[config.mk]
export PLATFORM = sky130hd
export DESIGN_NAME = ms_timer_sched_flat
export DESIGN_NICKNAME = d
export VERILOG_FILES = /design/src/rtl/ms_timer_sched_pkg.sv /design/src/rtl/ms_timer_sched_if.sv /design/src/rtl/ms_timer_sched_tick_prescaler.sv /design/src/rtl/ms_timer_sched.sv /design/src/flat_wrapper.sv
export SDC_FILE = /design/constraint.sdc
export NUM_CORES = 1
export LEC_CHECK = 0
export ABC_AREA = 1
export CAP_MARGIN = 20
export CORE_MARGIN = 1
export CORE_UTILIZATION = 62
export CTS_CLUSTER_SIZE = 10
export DETAILED_ROUTE_END_ITERATION = 16
export GPL_ROUTABILITY_DRIVEN = 1
export PLACE_DENSITY_LB_ADDON = 0.05
export SLEW_MARGIN = 0
export SYNTH_ARGS = -nofsm -noshare
export SYNTH_HDL_FRONTEND = slang
export SYNTH_HIERARCHICAL = 1
export SYNTH_SLANG_ARGS = --single-unit
[constraint.sdc]
create_clock -name CLK50M -period 5.3 [get_ports CLK50M]
set_input_delay 1.06 -clock CLK50M [delete_from_list [all_inputs] [get_ports CLK50M]]
set_output_delay 1.06 -clock CLK50M [all_outputs]
set_load 0.1 [all_outputs]
[src/rtl/ms_timer_sched_pkg.sv]
// Shared types and helpers for the millisecond timer scheduler.
// Holds the channel/sweep state encodings and the prescaler sizing functions.
package ms_timer_sched_pkg;

    typedef enum logic {CH_IDLE = 1'b0, CH_RUN = 1'b1} ch_state_t;

    typedef enum logic {SW_IDLE = 1'b0, SW_SWEEP = 1'b1} sw_state_t;

    function automatic int unsigned calc_div(input int unsigned clk_hz, input int unsigned tick_hz);
        return clk_hz / tick_hz;
    endfunction

    // Counter width for a 0..DIV-1 prescaler, never narrower than one bit.
    function automatic int unsigned calc_cnt_w(input int unsigned clk_hz, input int unsigned tick_hz);
        int unsigned d;
        int unsigned w;
        d = calc_div(clk_hz, tick_hz);
        w = $clog2(d);
        return (w > 0) ? w : 1;
    endfunction

endpackage

[src/rtl/ms_timer_sched_if.sv]
// Consumer-facing bundle of the timer scheduler: requests in, status and tick out.
// The consumer side drives START/LOAD_MS/CLEAR; the timer drives BUSY/DONE/TICK1K.
interface ms_timer_sched_if #(
    parameter int unsigned NCH = 4,
    parameter int unsigned CW  = 16
);
    logic [NCH-1:0]    START;
    logic [NCH*CW-1:0] LOAD_MS;
    logic [NCH-1:0]    CLEAR;
    logic [NCH-1:0]    BUSY;
    logic [NCH-1:0]    DONE;
    logic              TICK1K;

    modport master (
        output START, LOAD_MS, CLEAR,
        input  BUSY, DONE, TICK1K
    );

    modport slave (
        input  START, LOAD_MS, CLEAR,
        output BUSY, DONE, TICK1K
    );
endinterface

[src/rtl/ms_timer_sched_tick_prescaler.sv]
// Divides the board clock down to a one-cycle tick enable every CLK_HZ/TICK_HZ cycles.
// Reusable by any block that needs a slow enable without creating a derived clock.
module ms_timer_sched_tick_prescaler #(
    parameter int unsigned CLK_HZ  = 50000000,
    parameter int unsigned TICK_HZ = 1000
) (
    input  logic CLK50M,
    input  logic RST,
    output logic TICK1K
);
    import ms_timer_sched_pkg::*;

    localparam int unsigned DIV  = calc_div(CLK_HZ, TICK_HZ);
    localparam int unsigned CNTW = calc_cnt_w(CLK_HZ, TICK_HZ);
    localparam logic [CNTW-1:0] LAST = CNTW'(DIV - 1);

    logic [CNTW-1:0] cnt;

    // Tick is registered, so it shows up the cycle after the counter hits its last value.
    always_ff @(posedge CLK50M or posedge RST) begin
        if (RST) begin
            cnt    <= '0;
            TICK1K <= 1'b0;
        end else begin
            TICK1K <= (cnt == LAST);
            cnt    <= (cnt == LAST) ? '0 : cnt + CNTW'(1);
        end
    end

endmodule

[src/rtl/ms_timer_sched.sv]
// Multi-channel millisecond timer: one shared decrementer swept round-robin over
// all channels on each tick, with per-channel start/clear and a one-cycle DONE pulse.
module ms_timer_sched #(
    parameter int unsigned CLK_HZ  = 50000000,
    parameter int unsigned TICK_HZ = 1000,
    parameter int unsigned NCH     = 4,
    parameter int unsigned CW      = 16
) (
    input  logic              CLK50M,
    input  logic              RST,
    ms_timer_sched_if.slave   bus
);
    import ms_timer_sched_pkg::*;

    localparam int unsigned    IW       = (NCH > 1) ? $clog2(NCH) : 1;
    localparam logic [IW-1:0]  LAST_IDX = IW'(NCH - 1);

    logic            tick;
    sw_state_t       sw_state;
    sw_state_t       sw_next;
    logic [IW-1:0]   idx;
    logic [IW-1:0]   idx_next;
    logic [NCH-1:0]  svc;

    ms_timer_sched_tick_prescaler #(
        .CLK_HZ  (CLK_HZ),
        .TICK_HZ (TICK_HZ)
    ) u_prescaler (
        .CLK50M (CLK50M),
        .RST    (RST),
        .TICK1K (tick)
    );

    assign bus.TICK1K = tick;

    // Sweep state register.
    always_ff @(posedge CLK50M or posedge RST) begin
        if (RST) begin
            sw_state <= SW_IDLE;
            idx      <= '0;
        end else begin
            sw_state <= sw_next;
            idx      <= idx_next;
        end
    end

    // Sweep next state: one channel per cycle, NCH cycles per tick.
    always_comb begin
        sw_next  = sw_state;
        idx_next = idx;
        case (sw_state)
            SW_IDLE: begin
                if (tick) begin
                    sw_next  = SW_SWEEP;
                    idx_next = '0;
                end
            end
            SW_SWEEP: begin
                if (idx == LAST_IDX) begin
                    sw_next  = SW_IDLE;
                    idx_next = '0;
                end else begin
                    idx_next = idx + IW'(1);
                end
            end
            default: begin
                sw_next  = SW_IDLE;
                idx_next = '0;
            end
        endcase
    end

    // Sweep outputs: one-hot service strobe for the channel owning the decrementer.
    always_comb begin
        svc = '0;
        if (sw_state == SW_SWEEP) begin
            for (int i = 0; i < int'(NCH); i++) begin
                if (idx == IW'(i)) begin
                    svc[i] = 1'b1;
                end
            end
        end
    end

    for (genvar g = 0; g < int'(NCH); g++) begin : g_ch
        ch_state_t       st;
        ch_state_t       st_nx;
        logic [CW-1:0]   rem;
        logic [CW-1:0]   rem_nx;
        logic            done_q;
        logic            done_nx;
        logic [CW-1:0]   load;

        assign load = bus.LOAD_MS[g*CW +: CW];

        always_ff @(posedge CLK50M or posedge RST) begin
            if (RST) begin
                st     <= CH_IDLE;
                rem    <= '0;
                done_q <= 1'b0;
            end else begin
                st     <= st_nx;
                rem    <= rem_nx;
                done_q <= done_nx;
            end
        end

        // Clear beats start, start beats the sweep decrement.
        always_comb begin
            st_nx   = st;
            rem_nx  = rem;
            done_nx = 1'b0;
            if (bus.CLEAR[g]) begin
                st_nx  = CH_IDLE;
                rem_nx = '0;
            end else if (bus.START[g]) begin
                if (load == '0) begin
                    st_nx   = CH_IDLE;
                    rem_nx  = '0;
                    done_nx = 1'b1;
                end else begin
                    st_nx  = CH_RUN;
                    rem_nx = load;
                end
            end else if (svc[g] && (st == CH_RUN)) begin
                if (rem == CW'(1)) begin
                    st_nx   = CH_IDLE;
                    rem_nx  = '0;
                    done_nx = 1'b1;
                end else begin
                    rem_nx = rem - CW'(1);
                end
            end
        end

        assign bus.BUSY[g] = (st == CH_RUN);
        assign bus.DONE[g] = done_q;
    end

endmodule

[src/flat_wrapper.sv]
// flat-port wrapper written by rule: the top's interface ports become plain ports
module ms_timer_sched_flat import ms_timer_sched_pkg::*;
#(
    parameter int unsigned CLK_HZ  = 50000000,
    parameter int unsigned TICK_HZ = 1000,
    parameter int unsigned NCH     = 4,
    parameter int unsigned CW      = 16
)
  (CLK50M, RST, bus_START, bus_LOAD_MS, bus_CLEAR, bus_BUSY, bus_DONE, bus_TICK1K);
  ms_timer_sched_if #(.NCH(NCH), .CW(CW)) bus_i ();
  input  logic CLK50M;
  input  logic RST;
  input wire logic [$bits(bus_i.START)-1:0] bus_START;
  input wire logic [$bits(bus_i.LOAD_MS)-1:0] bus_LOAD_MS;
  input wire logic [$bits(bus_i.CLEAR)-1:0] bus_CLEAR;
  output wire logic [$bits(bus_i.BUSY)-1:0] bus_BUSY;
  output wire logic [$bits(bus_i.DONE)-1:0] bus_DONE;
  output wire logic [$bits(bus_i.TICK1K)-1:0] bus_TICK1K;
  assign bus_i.START = bus_START;
  assign bus_i.LOAD_MS = bus_LOAD_MS;
  assign bus_i.CLEAR = bus_CLEAR;
  assign bus_BUSY = bus_i.BUSY;
  assign bus_DONE = bus_i.DONE;
  assign bus_TICK1K = bus_i.TICK1K;
  ms_timer_sched #(.CLK_HZ(CLK_HZ), .TICK_HZ(TICK_HZ), .NCH(NCH), .CW(CW)) u_core (.CLK50M(CLK50M), .RST(RST), .bus(bus_i));
endmodule
==> flow_metrics.tcl <==
set metrics [dict create \
    seqPwrFrac_pct 40.3 \
    insertedDiodeCount 0 \
    p_clk_share_pct 29.4 \
    grt_pass1_vias 6122 \
    synthArstFlopShare_pct 100 \
    cts_setup_buffers 0 \
    rsz0062_at_grt "false" \
    crit_chain "clkdlybuf4s50_1" \
    synthFlopType "dfrtp_1" \
    fillers 933 \
    hpwl_mm 12.0 \
    clkSinkCount 92 \
    synth_seq_cells 92 \
    clock_latency_ps 350 \
    cp_top_family "buffers and inverters" \
    vias 6854 \
    crit_path_top_delay_cell "clkdlybuf4s50_1" \
    timing.fmax_mhz 332 \
    synth.most_common_cell "nand2_1" \
    hp-class "reg -> reg" \
    period_minus_slack_ps 3010 \
    netlist_area_sq_mm 0.00705 \
    cp_slowest_stage_delay_ps 1170 \
    yosys-top-cells-area "dfrtp_1 33%, nand2_1 22%, nand3_1 9.0%" \
    rows 38 \
    area_growth_pct 15.1 \
    overflow 0 \
    switching_share_pct 36.0 \
    nets 1246 \
    tightest_slew_ps 1010 \
    finalWirelength_mm 16.5 \
    core_sq_mm 0.0109 \
    grt_usage_pct 29.5 \
    p_sw_uw 744 \
    clockBufferDepth 2 \
    cts_buffers 9 \
    outcome "finished clean" \
    cts-resized-gates 0 \
    io_buffers 82 \
    drtAntennaViolNets 0 \
    critPathKind "reg -> out" \
    synth.yosys.warnings 6 \
    tritoncts "done" \
    worst_ep_arrival_time_ps 1950 \
    fin_ws_ps 2290 \
    drtIter0Drc 551 \
    p_leak_uw 0.00433 \
    vias_per_cell 5.26 \
    ys_seq_area_share_pct 32.7 \
    hold_violations 0 \
    seqCellArea_sq_mm 0.00230 \
    synthDistinctLibCells 36 \
    pwr_density_cell_mw_per_mm2 255 \
    clock-skew-final_ps 8.06 \
    syn_nets 1184 \
    synth.top_cell.area_share_pct 32.7 \
    cp-start-kind "register" \
    yosysTopAreaCell "dfrtp_1" \
    start_util_pct 64.4 \
    ctsHoldBuffers 0 \
    synth_common_cells "414 x nand2_1, 128 x inv_1, 126 x nand3_1" \
    synth-edff-count 0 \
    cp.required_ps 4240 \
    maxCapViolations 0 \
    period_share_pct 56.8 \
    grt_first_pass_wirelength_mm 27.4 \
    p_int_uw 1320 \
    avgSynthCellArea_sq_um 6.42 \
    grt_max_degree 45 \
    max-vdd-ir-drop_v 0.000167 \
    crit_path_end_kind "output pin" \
    comb_power_share_pct 30.4 \
    drv_slew 0 \
    die_width_um 109 \
    drt_pre_antenna_iters 7 \
    pre_cts_slack_ps 2350 \
    cts_root_buffer "clkbuf_16" \
    drcViolationCount 0 \
    cp_num_buf_inv 1 \
    multi_input_area_sq_mm 0.00403 \
    maxSlewHeadroom_pct 32.3 \
    gp_congestion 0.903 \
    path_clk_slew_ps 70 \
    synthCells 1097 \
    setup_viol 0 \
    drive_above_1_share_pct 8.51 \
    final.setup.tns_ps 0 \
    crit_fanout 3 \
    ios 83 \
    wl_per_cell_um 12.6 \
    die-area_sq_mm 0.0118 \
    die_y_um 109 \
    antenna_found_initial 0 \
    htreeDepth 3 \
]
-- state kept, by name, summed over array words and instances (netlist names) --
signal,cells
u_core/g_ch.st,4
u_core/g_ch.done_q,4
u_core/u_prescaler/TICK1K,1
u_core/sw_state,1
u_core/g_ch.rem,64
u_core/idx,2
u_core/u_prescaler/cnt,16
-- path summary, 6_finish.rpt --
| check | startpoint | end | slack (ps) | depth (start not counted) |
|---|---|---|---|---|
| max in group asynchronous | RST | u_core/g_ch[1].rem[12] | 3220 | 3 |
| hold reg to reg | u_core/u_prescaler/cnt[0] | u_core/u_prescaler/cnt[0] | 490 | 1 |
| min in group asynchronous | RST | u_core/g_ch[0].rem[4] | 1110 | 2 |
| setup reg to reg | u_core/idx[0] | u_core/g_ch[3].rem[1] | 3520 | 7 |
| setup / recovery | u_core/g_ch[1].st | bus_BUSY[1] | 2290 | 1 |
| hold / removal | u_core/u_prescaler/cnt[0] | u_core/u_prescaler/cnt[0] | 490 | 1 |
-- kinds of logic (layout without fill, tap and decap cells) --
group / count (synthesis) / in the layout / synth area share (%)
AOI/OAI and AO/OA: 60 / 60 / 5.56
xor gates and xnor gates: 21 / 21 / 2.61
adders and majority gates: 13 / 13 / 2.31
buffers and inverters: 166 / 233 / 10.1
DFF: 92 / 92 / 32.7
and+or+nand+nor: 745 / 745 / 46.7
-- per-layer routing --
| metal | GRT usage, % | wire length, um | vias to the layer above |
|---|---|---|---|
| li1 | - | - | 3526 |
| met1 | 40.7 | 7690 | 3069 |
| met5 | 0 | 0 | - |
| met2 | 48.0 | 7470 | 232 |
| met4 | 9.94 | 321 | 0 |
| met3 | 3.80 | 994 | 27 |
-- cell type report --
| cell class | instances | area share [%] |
|---|---|---|
| repair buffers | 83 | 10.2 |
| clock inverters | 4 | 0.309 |
| well taps | 140 | 2.16 |
| flip-flops and latches | 92 | 28.4 |
| clock buffers | 12 | 3.04 |
| multi-input cells | 839 | 49.7 |
| inverters | 134 | 6.22 |
-- power groups by stage --
stage / sequential, uW / clock (uW) / combinational [uW]
after global routing: 839 / 644 / 711
after CTS: 830 / 615 / 623
after global placement: 841 / 0 / 605
after floorplan: 822 / 0 / 475
after detailed placement: 842 / 0 / 617
final: 832 / 607 / 627
-- stage by stage --
step                      hold WS, ps  cell area, sq um  cells  util (%)  total power, uW
after floorplan                   450              7050   1097         -             1300
after global routing              536              8110   1304      74.2             2190
after detailed placement          482              7840   1288      71.7             1460
final                             492              8110   1304      74.2             2070
after global placement            475              7840   1288      71.7             1450
after CTS                         493              8110   1304      74.2             2070
-- placed cells by master (no fill, tap or decap), types with 3 or more instances in the layout --
cell type	count
nand3_1	126
o21ai_1	5
nand3_2	4
nand2_2	19
o211ai_1	14
xor2_1	19
nor2_1	118
clkinv_2	3
o21bai_1	4
ha_1	13
a21oi_1	4
nor2_2	25
dfrtp_1	92
nand4_1	6
nor2_4	11
inv_2	6
inv_1	127
nand2_1	414
nor3_1	4
clkdlybuf4s50_1	82
o211ai_2	4
o21ai_0	24
nand3b_1	5
clkbuf_16	9
or2_2	7
(Power assumes the default switching activity.)
